[config.mk]
export PLATFORM = sky130hd
export DESIGN_NAME = bcd_add_datapath
export DESIGN_NICKNAME = d
export VERILOG_FILES = /design/src/rtl/bcd_pkg.sv /design/src/rtl/bcd_digit_add.sv /design/src/rtl/bcd_add_datapath.sv
export SDC_FILE = /design/constraint.sdc
export NUM_CORES = 1
export LEC_CHECK = 0
export CAP_MARGIN = 40
export CORE_UTILIZATION = 30
export CTS_CLUSTER_SIZE = 12
export DETAILED_ROUTE_END_ITERATION = 7
export PLACE_DENSITY = 0.61
export SYNTH_ARGS = -nofsm -noshare
export SYNTH_HDL_FRONTEND = slang
export SYNTH_SLANG_ARGS = --single-unit
[constraint.sdc]
create_clock -name CLK -period 5.6 [get_ports CLK]
set_input_delay 0.84 -clock CLK [delete_from_list [all_inputs] [get_ports CLK]]
set_output_delay 0.84 -clock CLK [all_outputs]
set_load 0.005 [all_outputs]
[src/rtl/bcd_pkg.sv]
// Shared types and constants for the two-digit BCD add datapath.
// The command enum order is also the request priority order (lowest value wins).
package bcd_pkg;

    localparam int          BCD_DIGIT_W   = 4;
    localparam logic [3:0]  BCD_MAX_DIGIT = 4'd9;

    typedef enum logic [2:0] {
        ST_IDLE,
        ST_EXEC,
        ST_ADD_LO,
        ST_ADD_HI,
        ST_ACK
    } bcd_state_e;

    typedef enum logic [2:0] {
        CMD_INIT              = 3'd0,
        CMD_LOAD_A            = 3'd1,
        CMD_LOAD_B            = 3'd2,
        CMD_ADD               = 3'd3,
        CMD_DISPLAY_A         = 3'd4,
        CMD_DISPLAY_B         = 3'd5,
        CMD_DISPLAY_RESULT_MS = 3'd6,
        CMD_DISPLAY_RESULT_LS = 3'd7
    } bcd_cmd_e;

    function automatic logic [BCD_DIGIT_W-1:0] bcd_sat(input logic [BCD_DIGIT_W-1:0] d);
        return (d > BCD_MAX_DIGIT) ? BCD_MAX_DIGIT : d;
    endfunction

endpackage

[src/rtl/bcd_digit_add.sv]
// Combinational single BCD digit adder: digit + digit + carry-in -> digit, carry-out.
module bcd_digit_add
    import bcd_pkg::*;
(
    input  logic [BCD_DIGIT_W-1:0] a,
    input  logic [BCD_DIGIT_W-1:0] b,
    input  logic                   cin,
    output logic [BCD_DIGIT_W-1:0] sum,
    output logic                   cout
);

    logic [BCD_DIGIT_W:0] bin_sum;

    // Non-BCD inputs are not rejected here; they simply follow the +6 rule.
    always_comb begin
        bin_sum = {1'b0, a} + {1'b0, b} + {{BCD_DIGIT_W{1'b0}}, cin};
        if (bin_sum > {1'b0, BCD_MAX_DIGIT}) begin
            sum  = bin_sum[BCD_DIGIT_W-1:0] + 4'd6;
            cout = 1'b1;
        end else begin
            sum  = bin_sum[BCD_DIGIT_W-1:0];
            cout = 1'b0;
        end
    end

endmodule

[src/rtl/bcd_add_datapath.sv]
// Four-phase responder for the BCD add command interface (load/display/add/init).
// Define BCD_INPUT_CHECK_EN to saturate non-BCD switch digits on load and raise sticky ERR.
module bcd_add_datapath
    import bcd_pkg::*;
(
    input  logic       CLK,
    input  logic       RST_N,
    input  logic [7:0] SW,
    input  logic       BCD_INIT,
    input  logic       BCD_LOAD_A,
    input  logic       BCD_LOAD_B,
    input  logic       BCD_DISPLAY_A,
    input  logic       BCD_DISPLAY_B,
    input  logic       BCD_ADD,
    input  logic       BCD_DISPLAY_RESULT_LS,
    input  logic       BCD_DISPLAY_RESULT_MS,
    output logic       BCD_INIT_ACK,
    output logic       BCD_LOAD_A_ACK,
    output logic       BCD_LOAD_B_ACK,
    output logic       BCD_DISPLAY_A_ACK,
    output logic       BCD_DISPLAY_B_ACK,
    output logic       BCD_ADD_ACK,
    output logic       BCD_DISPLAY_RESULT_LS_ACK,
    output logic       BCD_DISPLAY_RESULT_MS_ACK,
    output logic [7:0] DISP,
    output logic       ERR
);

    bcd_state_e  state_q, state_d;
    bcd_cmd_e    cmd_q, cmd_d, win;
    logic [7:0]  a_q, a_d, b_q, b_d, disp_q, disp_d;
    logic [11:0] r_q, r_d;
    logic        carry_q, carry_d;
    logic [7:0]  req, ack_vec, sw_store;
    logic        sw_bad;
    logic [3:0]  add_a, add_b, add_sum;
    logic        add_cin, add_cout;

    // Bit position equals the command enum value.
    assign req = {BCD_DISPLAY_RESULT_LS, BCD_DISPLAY_RESULT_MS, BCD_DISPLAY_B, BCD_DISPLAY_A,
                  BCD_ADD, BCD_LOAD_B, BCD_LOAD_A, BCD_INIT};

    always_comb begin
        win = CMD_INIT;
        for (int i = 7; i >= 0; i--) begin
            if (req[i]) win = bcd_cmd_e'(i[2:0]);
        end
    end

`ifdef BCD_INPUT_CHECK_EN
    logic err_q, err_d;
    assign sw_store = {bcd_sat(SW[7:4]), bcd_sat(SW[3:0])};
    assign sw_bad   = (SW[7:4] > BCD_MAX_DIGIT) || (SW[3:0] > BCD_MAX_DIGIT);
    assign ERR      = err_q;
`else
    assign sw_store = SW;
    assign sw_bad   = 1'b0;
    assign ERR      = 1'b0;
`endif

    // One adder serves both digit phases; ADD_LO feeds the ones digits with no carry-in.
    assign add_a   = (state_q == ST_ADD_LO) ? a_q[3:0] : a_q[7:4];
    assign add_b   = (state_q == ST_ADD_LO) ? b_q[3:0] : b_q[7:4];
    assign add_cin = (state_q == ST_ADD_LO) ? 1'b0     : carry_q;

    bcd_digit_add u_digit_add (
        .a    (add_a),
        .b    (add_b),
        .cin  (add_cin),
        .sum  (add_sum),
        .cout (add_cout)
    );

    always_comb begin
        state_d = state_q;
        cmd_d   = cmd_q;
        a_d     = a_q;
        b_d     = b_q;
        r_d     = r_q;
        disp_d  = disp_q;
        carry_d = carry_q;
`ifdef BCD_INPUT_CHECK_EN
        err_d   = err_q;
`endif
        case (state_q)
            ST_IDLE: begin
                if (|req) begin
                    cmd_d   = win;
                    state_d = (win == CMD_ADD) ? ST_ADD_LO : ST_EXEC;
                end
            end
            ST_EXEC: begin
                case (cmd_q)
                    CMD_INIT: begin
                        a_d    = 8'h00;
                        b_d    = 8'h00;
                        r_d    = 12'h000;
                        disp_d = 8'h00;
`ifdef BCD_INPUT_CHECK_EN
                        err_d  = 1'b0;
`endif
                    end
                    CMD_LOAD_A: begin
                        a_d = sw_store;
`ifdef BCD_INPUT_CHECK_EN
                        err_d = err_q | sw_bad;
`endif
                    end
                    CMD_LOAD_B: begin
                        b_d = sw_store;
`ifdef BCD_INPUT_CHECK_EN
                        err_d = err_q | sw_bad;
`endif
                    end
                    CMD_DISPLAY_A:         disp_d = a_q;
                    CMD_DISPLAY_B:         disp_d = b_q;
                    CMD_DISPLAY_RESULT_LS: disp_d = r_q[7:0];
                    CMD_DISPLAY_RESULT_MS: disp_d = {4'h0, r_q[11:8]};
                    default: ;
                endcase
                state_d = ST_ACK;
            end
            ST_ADD_LO: begin
                r_d[3:0] = add_sum;
                carry_d  = add_cout;
                state_d  = ST_ADD_HI;
            end
            ST_ADD_HI: begin
                r_d     = {3'b000, add_cout, add_sum, r_q[3:0]};
                state_d = ST_ACK;
            end
            ST_ACK: begin
                if (!req[cmd_q]) state_d = ST_IDLE;
            end
            default: state_d = ST_IDLE;
        endcase
    end

    always_ff @(posedge CLK or negedge RST_N) begin
        if (!RST_N) begin
            state_q <= ST_IDLE;
            cmd_q   <= CMD_INIT;
            a_q     <= 8'h00;
            b_q     <= 8'h00;
            r_q     <= 12'h000;
            disp_q  <= 8'h00;
            carry_q <= 1'b0;
`ifdef BCD_INPUT_CHECK_EN
            err_q   <= 1'b0;
`endif
        end else begin
            state_q <= state_d;
            cmd_q   <= cmd_d;
            a_q     <= a_d;
            b_q     <= b_d;
            r_q     <= r_d;
            disp_q  <= disp_d;
            carry_q <= carry_d;
`ifdef BCD_INPUT_CHECK_EN
            err_q   <= err_d;
`endif
        end
    end

    assign ack_vec = (state_q == ST_ACK) ? (8'b1 << cmd_q) : 8'b0;
    assign DISP    = disp_q;

    assign BCD_INIT_ACK              = ack_vec[CMD_INIT];
    assign BCD_LOAD_A_ACK            = ack_vec[CMD_LOAD_A];
    assign BCD_LOAD_B_ACK            = ack_vec[CMD_LOAD_B];
    assign BCD_ADD_ACK               = ack_vec[CMD_ADD];
    assign BCD_DISPLAY_A_ACK         = ack_vec[CMD_DISPLAY_A];
    assign BCD_DISPLAY_B_ACK         = ack_vec[CMD_DISPLAY_B];
    assign BCD_DISPLAY_RESULT_MS_ACK = ack_vec[CMD_DISPLAY_RESULT_MS];
    assign BCD_DISPLAY_RESULT_LS_ACK = ack_vec[CMD_DISPLAY_RESULT_LS];

endmodule

==> impl_metrics.py <==
metrics = {
    "sta": {
        "rsz0062_at_grt": "false",
        "slew_headroom_pct": 42.7,
        "worst_pin_slew_ns": 0.853,
        "tns_ns": 0,
        "setup_viol": 0,
        "slew_violations": 0,
        "skew_ns": 0.00539,
        "min_period_over_period_pct": 65.1,
        "finalHoldViolCount": 0,
        "period_needed_ns": 3.65,
        "max_clock_freq_mhz": 274,
    },
    "yosys": {
        "async_flop_share_pct": 100,
        "synth_area_sq_um": 2270,
        "ys_warn_count": 0,
        "seq_area_frac_synth_pct": 44.2,
        "synth_area_per_cell_sq_um": 9.11,
        "ys_ff_latch": 40,
        "yosysUniqueCellTypes": 40,
        "synth_flop_cell": "dfrtp_1",
        "netlist_instances": 249,
        "synth_edf_count": 0,
        "syn_nets": 273,
    },
    "critical_path": {
        "path_depth": 12,
        "crit_type": "flip-flop to flip-flop",
        "critical_path_buf_inv_count": 2,
        "crit_family": "simple AND/OR/NAND/NOR gates",
        "max_stage_delay_ns": 0.65,
        "cp_max_fo": 19,
        "end_kind": "flip-flop",
        "cp.required_ns": 5.82,
        "slowest_stage": "or3_1",
        "timing.rr.start": "state_q[1]$_DFFE_PN0P_",
        "startpoint_type": "flip-flop",
        "crit_chain": "inv_2, or3_1, mux2i_1, fa_1, inv_1, fa_1, xnor2_1, ha_1, a22o_1, o31a_4, or3_1, o211ai_2",
        "r2r_end": "r_q[2]$_DFFE_PN0P_",
        "regToRegSetupSlack_ns": 1.95,
        "worst_r2r_path_depth": 12,
        "arrival_ns": 3.87,
        "crit_path_start": "state_q[1]$_DFFE_PN0P_",
    },
    "power": {
        "power.leakage_nw": 1.25,
        "power.switching_w": 0.000589,
        "power.density_nw_per_um2": 511,
        "p_int_w": 0.000845,
        "power_w": 0.00143,
        "swShare_pct": 41.0,
        "pwr-share-seq_pct": 37.3,
        "max-vdd-ir-drop_uv": 194,
        "power_frac_comb_pct": 49.1,
        "power_frac_clock_pct": 13.7,
    },
    "die": {
        "fp.coreArea_sq_um": 7290,
        "die_area_sq_um": 7910,
        "dieWidth_um": 88.9,
        "num_rows": 31,
        "chipHeight_um": 88.9,
        "start_util_pct": 31.1,
        "io_pins": 35,
    },
    "final_layout": {
        "finalInstanceArea_sq_um": 2810,
        "syn_to_final_growth_pct": 23.8,
        "layout_common_cells": "57 x nand2_1, 40 x dfrtp_1, 32 x clkdlybuf4s50_1, 16 x nand3_1, 16 x o21ai_0",
        "drive_above_1_share_pct": 8.21,
        "nNetsFinal": 303,
        "diodes": 0,
        "final_common_cell": "nand2_1",
    },
    "global_route": {
        "overflow": 0,
        "grt_max_degree": 22,
        "antenna_found_initial": 0,
        "grt_pass1_wl_um": 8830,
        "grtUsageTotal_pct": 14.9,
        "grt_pass1_vias": 1757,
    },
    "hold_path": {
        "whs_endpoint": "r_q[4]$_DFFE_PN0P_",
        "hp-class": "flip-flop to flip-flop",
        "hp-start": "r_q[4]$_DFFE_PN0P_",
        "hold_depth": 2,
    },
    "placement": {
        "post_dp_cell_area_sq_um": 2720,
        "hpwl_um": 4000,
        "port_buffers": 33,
        "place.gp.congestion": 0.824,
    },
    "cts": {
        "cts_made_buffers": 5,
        "cts-root-buf": "clkbuf_8",
        "ctsHtreeMaxLevel": 2,
        "clock_sinks": 40,
        "cts_resized": 0,
        "cts_hold_buffers": 0,
        "clk_pin_slew_ns": 0.08,
        "cts_tree": "built",
        "postCtsSetupBuffers": 0,
        "clockBufferDepth": 2,
        "clk_latency_ns": 0.29,
    },
    "drt": {
        "drtIter0Drc": 103,
        "ant_nets": 0,
        "drt-total-wl_um": 5190,
        "vias_per_cell": 4.88,
        "drc": 0,
        "vias": 1849,
        "routedWlPerCell_um": 13.7,
        "dr.pass1.iters": 4,
    },
    "outcome": {
        "status": "completed",
    },
    "flow_run": {
        "drv_cap": 0,
    },
}
[synth_stat cells (3+ instances only)]
cell / count / area (sq um)
a21oi_1: 7 / 35.0
a22o_1: 9 / 78.8
buf_2: 4 / 20.0
clkbuf_1: 7 / 26.3
dfrtp_1: 40 / 1000
ha_1: 4 / 50.1
inv_1: 4 / 15.0
mux2_2: 6 / 67.6
mux2i_1: 10 / 100
mux4_2: 3 / 67.6
nand2_1: 57 / 214
nand2b_1: 6 / 37.5
nand3_1: 16 / 80.1
nor2_1: 15 / 56.3
nor3_1: 10 / 50.1
o211ai_1: 3 / 22.5
o21ai_0: 16 / 80.1
o22ai_1: 3 / 18.8
or3_1: 4 / 25.0
[registers in the layout (all words and copies together) (netlist names)]
register,count
DISP,8
state_q,3
carry_q,1
r_q,9
cmd_q,3
a_q,8
b_q,8
[layout make-up]
type	instances	area, sq um
clock buffers	8	90.1
repair buffers	36	383
inverters	5	18.8
flip-flops and latches	40	1000
multi-input cells	191	1190
fillers	780	4490
well taps	99	124
[worst max-delay path by stage]
stage	end	slack [ns]
floorplan	r_q[2]$_DFFE_PN0P_	2.16
global placement	r_q[2]$_DFFE_PN0P_	2.07
detailed placement	r_q[2]$_DFFE_PN0P_	1.95
CTS	r_q[2]$_DFFE_PN0P_	1.94
global route	r_q[2]$_DFFE_PN0P_	1.72
finish	r_q[2]$_DFFE_PN0P_	1.95
[worst min-delay path, stage by stage (launching register included)]
cell and delay (ns):
dfrtp_1 0.35, nand2_1 0.04, o21ai_0 0.06
[logic make-up (layout without fill, tap and decap cells)]
group	Yosys count	in the layout	synth area share, %
AND/OR/NAND/NOR	114	114	22.3
AO/OA/AOI/OAI	49	49	14.9
flip-flops	40	40	44.2
multiplexers	19	19	10.4
buffers and inverters	18	49	3.37
adder cells (fa/ha/maj)	6	6	3.97
XOR/XNOR	2	2	0.773
other	1	1	0.165
[per-layer routing]
layer  GRT usage, %  up-vias  wire length, um
met5              0        -                0
met4           5.19        0               69
met3           3.51        8              290
met2           21.6       41             2190
met1           21.7      861             2640
li1               -      939                -
[power by group through the flow]
stage                     sequential [W]  clock (W)  combinational (W)
final                           0.000534   0.000196           0.000704
after detailed placement        0.000538          0           0.000707
after global placement          0.000562          0           0.000651
after CTS                       0.000533   0.000202           0.000713
after global routing            0.000555   0.000217           0.000792
after floorplan                 0.000482          0           0.000528
[metrics by stage]
stage          utilization [%]  worst slack [ns]  instances  hold slack, ns
2_1_floorplan                -              2.16        249           0.445
3_3_place_gp              36.5              2.07        368           0.471
3_5_place_dp              37.3              1.95        371           0.470
4_1_cts                   38.5              1.94        379           0.488
5_1_grt                   38.5              1.72        379           0.505
6_report                  38.5              1.95        379           0.489
Power figures use the tool's default switching activity.
